File: src/rtl/uart_pkg.sv
`default_nettype none
// ============================================================================
//  Module   : uart_pkg
//  Purpose  : Shared FSM state encoding, parity mode constants and a
//             frame-length helper for the buffered UART transmitter.
//  Revision : 1.0  initial release
// ============================================================================
package uart_pkg;

    typedef enum logic [2:0] {
        IDLE  = 3'd0,
        START = 3'd1,
        DATA  = 3'd2,
        PAR   = 3'd3,
        STOP  = 3'd4
    } state_t;

    localparam int PARITY_NONE = 0;
    localparam int PARITY_ODD  = 1;
    localparam int PARITY_EVEN = 2;

    // Clock cycles occupied by one complete frame on the line.
    function automatic int frame_cycles(input int clks_per_bit, input int data_bits,
                                        input int parity, input int stop_bits);
        return (1 + data_bits + ((parity != PARITY_NONE) ? 1 : 0) + stop_bits) * clks_per_bit;
    endfunction

endpackage
`default_nettype wire

File: src/rtl/uart_tx_fifo.sv
`default_nettype none
// ============================================================================
//  Module   : uart_tx_fifo
//  Purpose  : Small synchronous FIFO with first-word fall-through read data.
//             Pointers carry one extra wrap bit to separate full from empty.
//  Revision : 1.0  initial release
// ============================================================================
module uart_tx_fifo #(
    parameter int WIDTH = 8,
    parameter int DEPTH = 4
) (
    input  logic                     clk,
    input  logic                     reset,
    input  logic                     push,
    input  logic                     pop,
    input  logic [WIDTH-1:0]         din,
    output logic [WIDTH-1:0]         dout,
    output logic                     full,
    output logic                     empty,
    output logic [$clog2(DEPTH):0]   count
);

    localparam int AW = $clog2(DEPTH);

    logic [WIDTH-1:0] mem [DEPTH];
    logic [AW:0]      wr_ptr;
    logic [AW:0]      rd_ptr;
    logic             do_push;
    logic             do_pop;

    assign do_push = push && !full;
    assign do_pop  = pop && !empty;

    // Storage array: written on an accepted push, no reset needed.
    always_ff @(posedge clk) begin
        if (do_push) begin
            mem[wr_ptr[AW-1:0]] <= din;
        end
    end

    // Read/write pointers wrap modulo DEPTH through their low bits.
    always_ff @(posedge clk or posedge reset) begin
        if (reset) begin
            wr_ptr <= '0;
            rd_ptr <= '0;
        end else begin
            if (do_push) wr_ptr <= wr_ptr + 1'b1;
            if (do_pop)  rd_ptr <= rd_ptr + 1'b1;
        end
    end

    assign dout  = mem[rd_ptr[AW-1:0]];
    assign empty = (wr_ptr == rd_ptr);
    assign full  = (wr_ptr[AW] != rd_ptr[AW]) && (wr_ptr[AW-1:0] == rd_ptr[AW-1:0]);
    assign count = wr_ptr - rd_ptr;

endmodule
`default_nettype wire

File: src/rtl/uart_tx_param.sv
`default_nettype none
// ============================================================================
//  Module   : uart_tx_param
//  Purpose  : Buffered, parametrised UART transmitter. Words enter a FIFO via
//             valid/ready and are serialised LSB-first, frames back-to-back.
//  Revision : 1.0  initial release
// ============================================================================
module uart_tx_param
    import uart_pkg::*;
#(
    parameter int CLKS_PER_BIT = 28,
    parameter int DATA_BITS    = 8,
    parameter int PARITY       = 0,
    parameter int STOP_BITS    = 1,
    parameter int FIFO_DEPTH   = 4
) (
    input  logic                          clk,
    input  logic                          reset,
    input  logic                          tx_valid,
    input  logic [DATA_BITS-1:0]          tx_data,
    output logic                          tx_ready,
    output logic                          TxD,
    output logic                          busy,
    output logic [$clog2(FIFO_DEPTH):0]   fifo_count
);

    localparam int BAUD_W = $clog2(CLKS_PER_BIT);
    localparam int BIT_W  = $clog2(DATA_BITS + 1);

    localparam logic [BAUD_W-1:0] BAUD_LAST = BAUD_W'(CLKS_PER_BIT - 1);
    localparam logic [BIT_W-1:0]  DATA_LAST = BIT_W'(DATA_BITS - 1);
    localparam logic [BIT_W-1:0]  STOP_LAST = BIT_W'(STOP_BITS - 1);

    state_t               state, state_n;
    logic [BAUD_W-1:0]    baud_cnt, baud_n;
    logic [BIT_W-1:0]     bit_cnt, bit_n;
    logic [DATA_BITS-1:0] shift, shift_n;
    logic                 par_bit, par_n;
    logic                 txd_q;

    logic                 push;
    logic                 pop;
    logic                 full;
    logic                 empty;
    logic [DATA_BITS-1:0] head;
    logic                 head_parity;
    logic                 bit_done;

    uart_tx_fifo #(
        .WIDTH (DATA_BITS),
        .DEPTH (FIFO_DEPTH)
    ) u_fifo (
        .clk   (clk),
        .reset (reset),
        .push  (push),
        .pop   (pop),
        .din   (tx_data),
        .dout  (head),
        .full  (full),
        .empty (empty),
        .count (fifo_count)
    );

    assign tx_ready    = !full;
    assign push        = tx_valid && !full;
    assign busy        = (state != IDLE) || !empty;
    assign bit_done    = (baud_cnt == BAUD_LAST);
    // Parity is taken from the word as it leaves the FIFO.
    assign head_parity = (PARITY == PARITY_EVEN) ? ^head : ~^head;
    assign TxD         = txd_q;

    // State, baud/bit counters, shift register and latched parity bit.
    always_ff @(posedge clk or posedge reset) begin
        if (reset) begin
            state    <= IDLE;
            baud_cnt <= '0;
            bit_cnt  <= '0;
            shift    <= '0;
            par_bit  <= 1'b0;
        end else begin
            state    <= state_n;
            baud_cnt <= baud_n;
            bit_cnt  <= bit_n;
            shift    <= shift_n;
            par_bit  <= par_n;
        end
    end

    // Next-state logic; a pop loads the frame either from IDLE or at the
    // end of the last stop bit so queued frames leave with no gap.
    always_comb begin
        state_n = state;
        baud_n  = baud_cnt;
        bit_n   = bit_cnt;
        shift_n = shift;
        par_n   = par_bit;
        pop     = 1'b0;
        case (state)
            IDLE: begin
                baud_n = '0;
                bit_n  = '0;
                if (!empty) begin
                    pop     = 1'b1;
                    shift_n = head;
                    par_n   = head_parity;
                    state_n = START;
                end
            end
            START: begin
                if (bit_done) begin
                    baud_n  = '0;
                    bit_n   = '0;
                    state_n = DATA;
                end else begin
                    baud_n = baud_cnt + 1'b1;
                end
            end
            DATA: begin
                if (bit_done) begin
                    baud_n  = '0;
                    shift_n = shift >> 1;
                    if (bit_cnt == DATA_LAST) begin
                        bit_n   = '0;
                        state_n = (PARITY != PARITY_NONE) ? PAR : STOP;
                    end else begin
                        bit_n = bit_cnt + 1'b1;
                    end
                end else begin
                    baud_n = baud_cnt + 1'b1;
                end
            end
            PAR: begin
                if (bit_done) begin
                    baud_n  = '0;
                    bit_n   = '0;
                    state_n = STOP;
                end else begin
                    baud_n = baud_cnt + 1'b1;
                end
            end
            STOP: begin
                if (bit_done) begin
                    baud_n = '0;
                    if (bit_cnt == STOP_LAST) begin
                        bit_n = '0;
                        if (!empty) begin
                            pop     = 1'b1;
                            shift_n = head;
                            par_n   = head_parity;
                            state_n = START;
                        end else begin
                            state_n = IDLE;
                        end
                    end else begin
                        bit_n = bit_cnt + 1'b1;
                    end
                end else begin
                    baud_n = baud_cnt + 1'b1;
                end
            end
            default: state_n = IDLE;
        endcase
    end

    // Registered line driver, one cycle behind the state; reset forces idle high.
    always_ff @(posedge clk or posedge reset) begin
        if (reset) begin
            txd_q <= 1'b1;
        end else begin
            case (state)
                START:   txd_q <= 1'b0;
                DATA:    txd_q <= shift[0];
                PAR:     txd_q <= par_bit;
                default: txd_q <= 1'b1;
            endcase
        end
    end

endmodule
`default_nettype wire
File: config.mk
export PLATFORM = sky130hd
export DESIGN_NAME = uart_tx_param
export DESIGN_NICKNAME = d
export VERILOG_FILES = /design/src/rtl/uart_pkg.sv /design/src/rtl/uart_tx_fifo.sv /design/src/rtl/uart_tx_param.sv
export SDC_FILE = /design/constraint.sdc
export NUM_CORES = 1
export LEC_CHECK = 0
export ABC_AREA = 1
export BUFFER_PORTS_ARGS = -buffer_cell sky130_fd_sc_hd__buf_2
export CAP_MARGIN = 20
export CORE_MARGIN = 2
export CORE_UTILIZATION = 35
export DETAILED_ROUTE_END_ITERATION = 6
export SLEW_MARGIN = 10
export SYNTH_ARGS = -nofsm -noshare
export SYNTH_HDL_FRONTEND = slang
export SYNTH_HIERARCHICAL = 1
export SYNTH_SLANG_ARGS = --single-unit
File: constraint.sdc
create_clock -name clk -period 2.2 [get_ports clk]
set_input_delay 0.66 -clock clk [delete_from_list [all_inputs] [get_ports clk]]
set_output_delay 0.66 -clock clk [all_outputs]
set_load 0.1 [all_outputs]
### After elaboration in Yosys (flattened, before gate mapping)

Memory sizes are Yosys's and may differ from the RTL's.
Cells that the tools add are included.

* equal/unequal tests: 17
* $add $sub $neg: 5
* reductions and logical operators: 21
* muxes and demuxes: 33

Operators by type and width (count)
* two-way mux 8 bit: 4
* one-hot mux 8 bit (3 select lines): 1
* two-way mux 3 bit: 7
* two-way mux 4 bit: 5
* one-hot mux 4 bit (4 select lines): 1
* one-hot mux 3 bit (5 select lines): 1
* != test 2 bit (second input constant): 7
* one-hot mux 5 bit (2 select lines): 1
* two-way mux 1 bit: 9
* AND reduction 4 bit: 2
* XNOR reduction 8 bit: 1
* AND reduction 7 bit: 1
* adder 3 x 1 -> 3 bit (second input constant): 2
* == test 3 x 2 -> 1 bit (second input constant): 2
* nonzero test 3 bit: 2
* adder 5 x 1 -> 5 bit (second input constant): 1
* == test 5 bit (second input constant): 1
* two-way mux 5 bit: 1
* adder 4 x 1 -> 4 bit (second input constant): 1
* == test 4 x 3 -> 1 bit (second input constant): 1
* logical AND 1 bit: 4
* zero test 4 bit: 1
* one-hot mux 1 bit (2 select lines): 2
* nonzero test 2 bit: 2
* other kinds (15): 16

* register bits: 28
* input bits: 11
* word-level logic and storage cells: 85
* memories: 1
* memory bits (writable): 32

Memories
* u_fifo.mem: words 4, width 8, rd ports 1, clocked after Yosys merged registers in 0, write ports 1, line uart_tx_fifo.sv:25 `logic [WIDTH-1:0] mem [DEPTH];`

### Longest topological paths before layout

* depth after elaboration: 7
* mapped depth: 15

### By module

Netlist, hierarchy kept.

By module, submodules not included
* uart_tx_fifo: area an instance 1696.6 sq um, instances 1, cells an instance 142
* uart_tx_param: area an instance 1485.2 sq um, instances 1, cells an instance 215

### Worst setup path before layout

No wires, ideal clock.

* path kind: flip-flop to output port
* from: reg u_fifo.wr_ptr[0]
* to: out fifo_count[2]
* required time: 1.540 ns
* arrival time: 2.642 ns
* path slack: -1.102 ns
* path buffers: 0
* cell stages (with the launch flop): 6
* cell sequence: dfrtp_1 inv_1 ha_1 inv_1 fa_1 xnor2_1

* word-level cells in the longest chain between the ends: 1

RTL lines
* start, declared: line uart_tx_fifo.sv:26 `logic [AW:0] wr_ptr;`
* start signal, assigned: line uart_tx_fifo.sv:47 `if (do_push) wr_ptr <= wr_ptr + 1'b1;`
* subtractor 3 bit: line uart_tx_fifo.sv:55 `assign count = wr_ptr - rd_ptr;`
* end, declared: line uart_tx_param.sv:24 `output logic [$clog2(FIFO_DEPTH):0] fifo_count`

Every way passes these cells.

### Final worst setup path

Same ends and word-level chain as after synthesis.

==> summary.txt <==
Finish
  • Final instance area: 0.00378 mm²
  • Fill count: 847
  • Ant. Diodes: 0
  • Area delta synth->final: 18.7%
  • Most common cell after layout, fill and taps aside: nand2_1
  • Nets: 415
  • Commonest cells after routing, fill and taps aside: 82 x nand2_1, 45 x inv_1, 33 x nor2_1
  • Layout cells sized above 1: 24.4%

Clocking
  • Maximum buffer depth of the clock tree: 2
  • Clock H-tree levels: 3
  • CTS tree: done
  • Clock-pin slew on the worst setup and hold paths: 0.07 ns
  • Clock root buffer: clkbuf_8
  • Clock Sinks: 60
  • Clock buffer count from CTS: 9
  • Clock latency at the later pin of the worst-skew pair: 0.33 ns

Min path
  • Hold Crit Class: input pin to async pin

Global route
  • Tot GR Track Use: 12.8%
  • Global route overflow: 0
  • Vias in the first global route: 2211
  • Largest net degree at the start of global routing: 23
  • Global-route wire length before repair: 10.1 mm
  • Initial antenna violation count: 0

Placement
  • Number of port buffers: 16
  • Placed Area: 0.00352 mm²
  • HPWL Detailed: 4.20 mm
  • Placement Setup Slack: 0.0973 ns
  • Final Wtd Congestion: 0.836

Logic synthesis
  • Distinct cells, synth: 30
  • Synth area leader: edfxtp_1
  • Top_reg_cell synth: edfxtp_1
  • Synth Area per Inst: 8.91 µm²
  • Warnings from Yosys: 6
  • Syn_nets: 379
  • Synth top area cells: edfxtp_1 30%, dfrtp_1 21%, nand2_1 9.8%
  • Post-synth ARST share: 46.7%
  • Post-Synthesis Cells: 357
  • EDFF count, synth: 32
  • Mapped cell area: 0.00318 mm²
  • Top cell type's share of synthesized area: 30.2%
  • Sequential area share after synthesis: 52.3%
  • Yosys reg bits: 60

Floorplanning
  • Row count: 34
  • Die width: 99.3 µm
  • Die area: 0.00987 mm²
  • Initial Util: 36.3%
  • Ports: 17
  • Die Y: 99.3 µm
  • Core Region: 0.00876 mm²

Setup path
  • Startpoint types: register
  • Reg2reg path depth: 10
  • CP required: 1.54 ns
  • Worst Setup Path Type: register to primary output
  • Crit path arrival time: 1.75 ns
  • CP Capture Type: primary output
  • Critical path peak fanout: 2

Route
  • Iteration-0 DRC Markers: 79
  • Final wirelength: 5.74 mm
  • DR pass1 iterations: 4
  • Detailed-route via count: 2298
  • DRC violation count after routing: 0
  • Post-route ant nets: 0
  • Vias/cell: 4.54
  • Wire per inst: 11.3 µm

Job
  • Maxcap violations: 0

STA
  • Rel. slew slack: 66.9%
  • Finish-stage setup viols: 4
  • Worst slew pin tran: 0.493 ns
  • Final Hold Fails: 0
  • Min Tclk post-route: 2.41 ns
  • Tcrit/Tclk final: 109%
  • RSZ-0062 raised after global routing: true
  • Hold Slack: 0.248 ns
  • Slew Viols, Final: 0
  • Setup ws final: -0.207 ns
  • Max Clock Skew: 0.00818 ns
  • Fmax: 416 MHz

Outcome
  • Violated checks: negative setup slack
  • Outcome: finished with violations
-- state kept, by name, summed over array words and instances, names as in the netlist --
name and cells:
u_fifo/rd_ptr 3, baud_cnt 5, bit_cnt 4, state 3
par_bit 1, u_fifo/mem 32, shift 8, TxD 1
u_fifo/wr_ptr 3
-- synth_stat cells, types with 2 or more instances --
| master | count |
|---|---|
| nor3_1 | 2 |
| xnor2_1 | 2 |
| nor2_1 | 36 |
| nand2_2 | 9 |
| o21ai_2 | 7 |
| inv_2 | 4 |
| xor2_1 | 2 |
| edfxtp_1 | 32 |
| ha_1 | 10 |
| a21oi_1 | 7 |
| o21ai_1 | 2 |
| buf_6 | 2 |
| dfrtp_1 | 27 |
| nand3_1 | 23 |
| nand2_4 | 5 |
| buf_2 | 2 |
| nor2_4 | 2 |
| o22ai_1 | 8 |
| nand2_1 | 83 |
| inv_1 | 52 |
| o21ai_0 | 31 |
-- area by class of cell --
class / instances / area, µm² / share of cell area (%)
clock buffer: 9 / 124 / 3.28
clock inverter: 7 / 52.6 / 1.39
inverter: 57 / 223 / 5.90
multi-input combinational: 234 / 1310 / 34.7
sequential: 60 / 1660 / 44.1
tap: 108 / 135 / 3.58
timing repair buffer: 31 / 268 / 7.09
-- metrics by stage --
| stage | TNS, ns | utilization, % | cells |
|---|---|---|---|
| 2_1_floorplan | -0.0794 | - | 357 |
| 3_3_place_gp | 0 | 40.2 | 484 |
| 3_5_place_dp | 0 | 40.2 | 484 |
| 4_1_cts | -0.732 | 42.6 | 503 |
| 5_1_grt | -0.857 | 43.1 | 506 |
| 6_report | -0.507 | 43.1 | 506 |
-- logic make-up after synthesis --
logic type / after synthesis / synth area share, %
xor+xnor: 4 / 1.10
buf+inv: 63 / 8.69
flops: 60 / 52.3
simple gates: 164 / 23.6
compound gates: 55 / 9.79
fa+ha+maj: 11 / 4.56
-- per-layer routing --
metal,part of all wire (%),global-route usage (%),vias up
met2,47,20.0,27
li1,-,-,1223
met1,49,17.0,1043
met5,0,0,-
met4,0.92,4.43,0
met3,3.0,4.01,5
-- path summary, 6_finish.rpt --
kind                                  startpoint                to  slack [ns]
worst max-delay path            u_fifo/wr_ptr[0]     fifo_count[2]       -0.21
worst min-delay path                       reset  u_fifo/wr_ptr[2]        0.25
worst min register to register           par_bit           par_bit        0.49
min in group clk                         par_bit           par_bit        0.49
worst max register to register  u_fifo/rd_ptr[1]  u_fifo/mem[0][3]        0.27
max in group asynchronous                  reset               TxD        1.55
-- critical path, cell delays in order (launching register included) --
cell and delay, ns:
dfrtp_1 0.39, inv_2 0.08, ha_4 0.12, inv_2 0.03, fa_2 0.39, xnor2_4 0.19
buf_12 0.19
-- repair_timing --
| action | CTS | global route |
|---|---|---|
| gates cloned | 0 | 0 |
| pin swaps | 4 | 1 |
| endpoints found under the setup margin | 4 | 4 |
| buffers inserted | 3 | 3 |
| gates resized for setup | 4 | 4 |
| hold buffers | 0 | 0 |
Power is not shown: default switching activity piles up to over one toggle a cycle in this logic, so the estimate is an artifact.
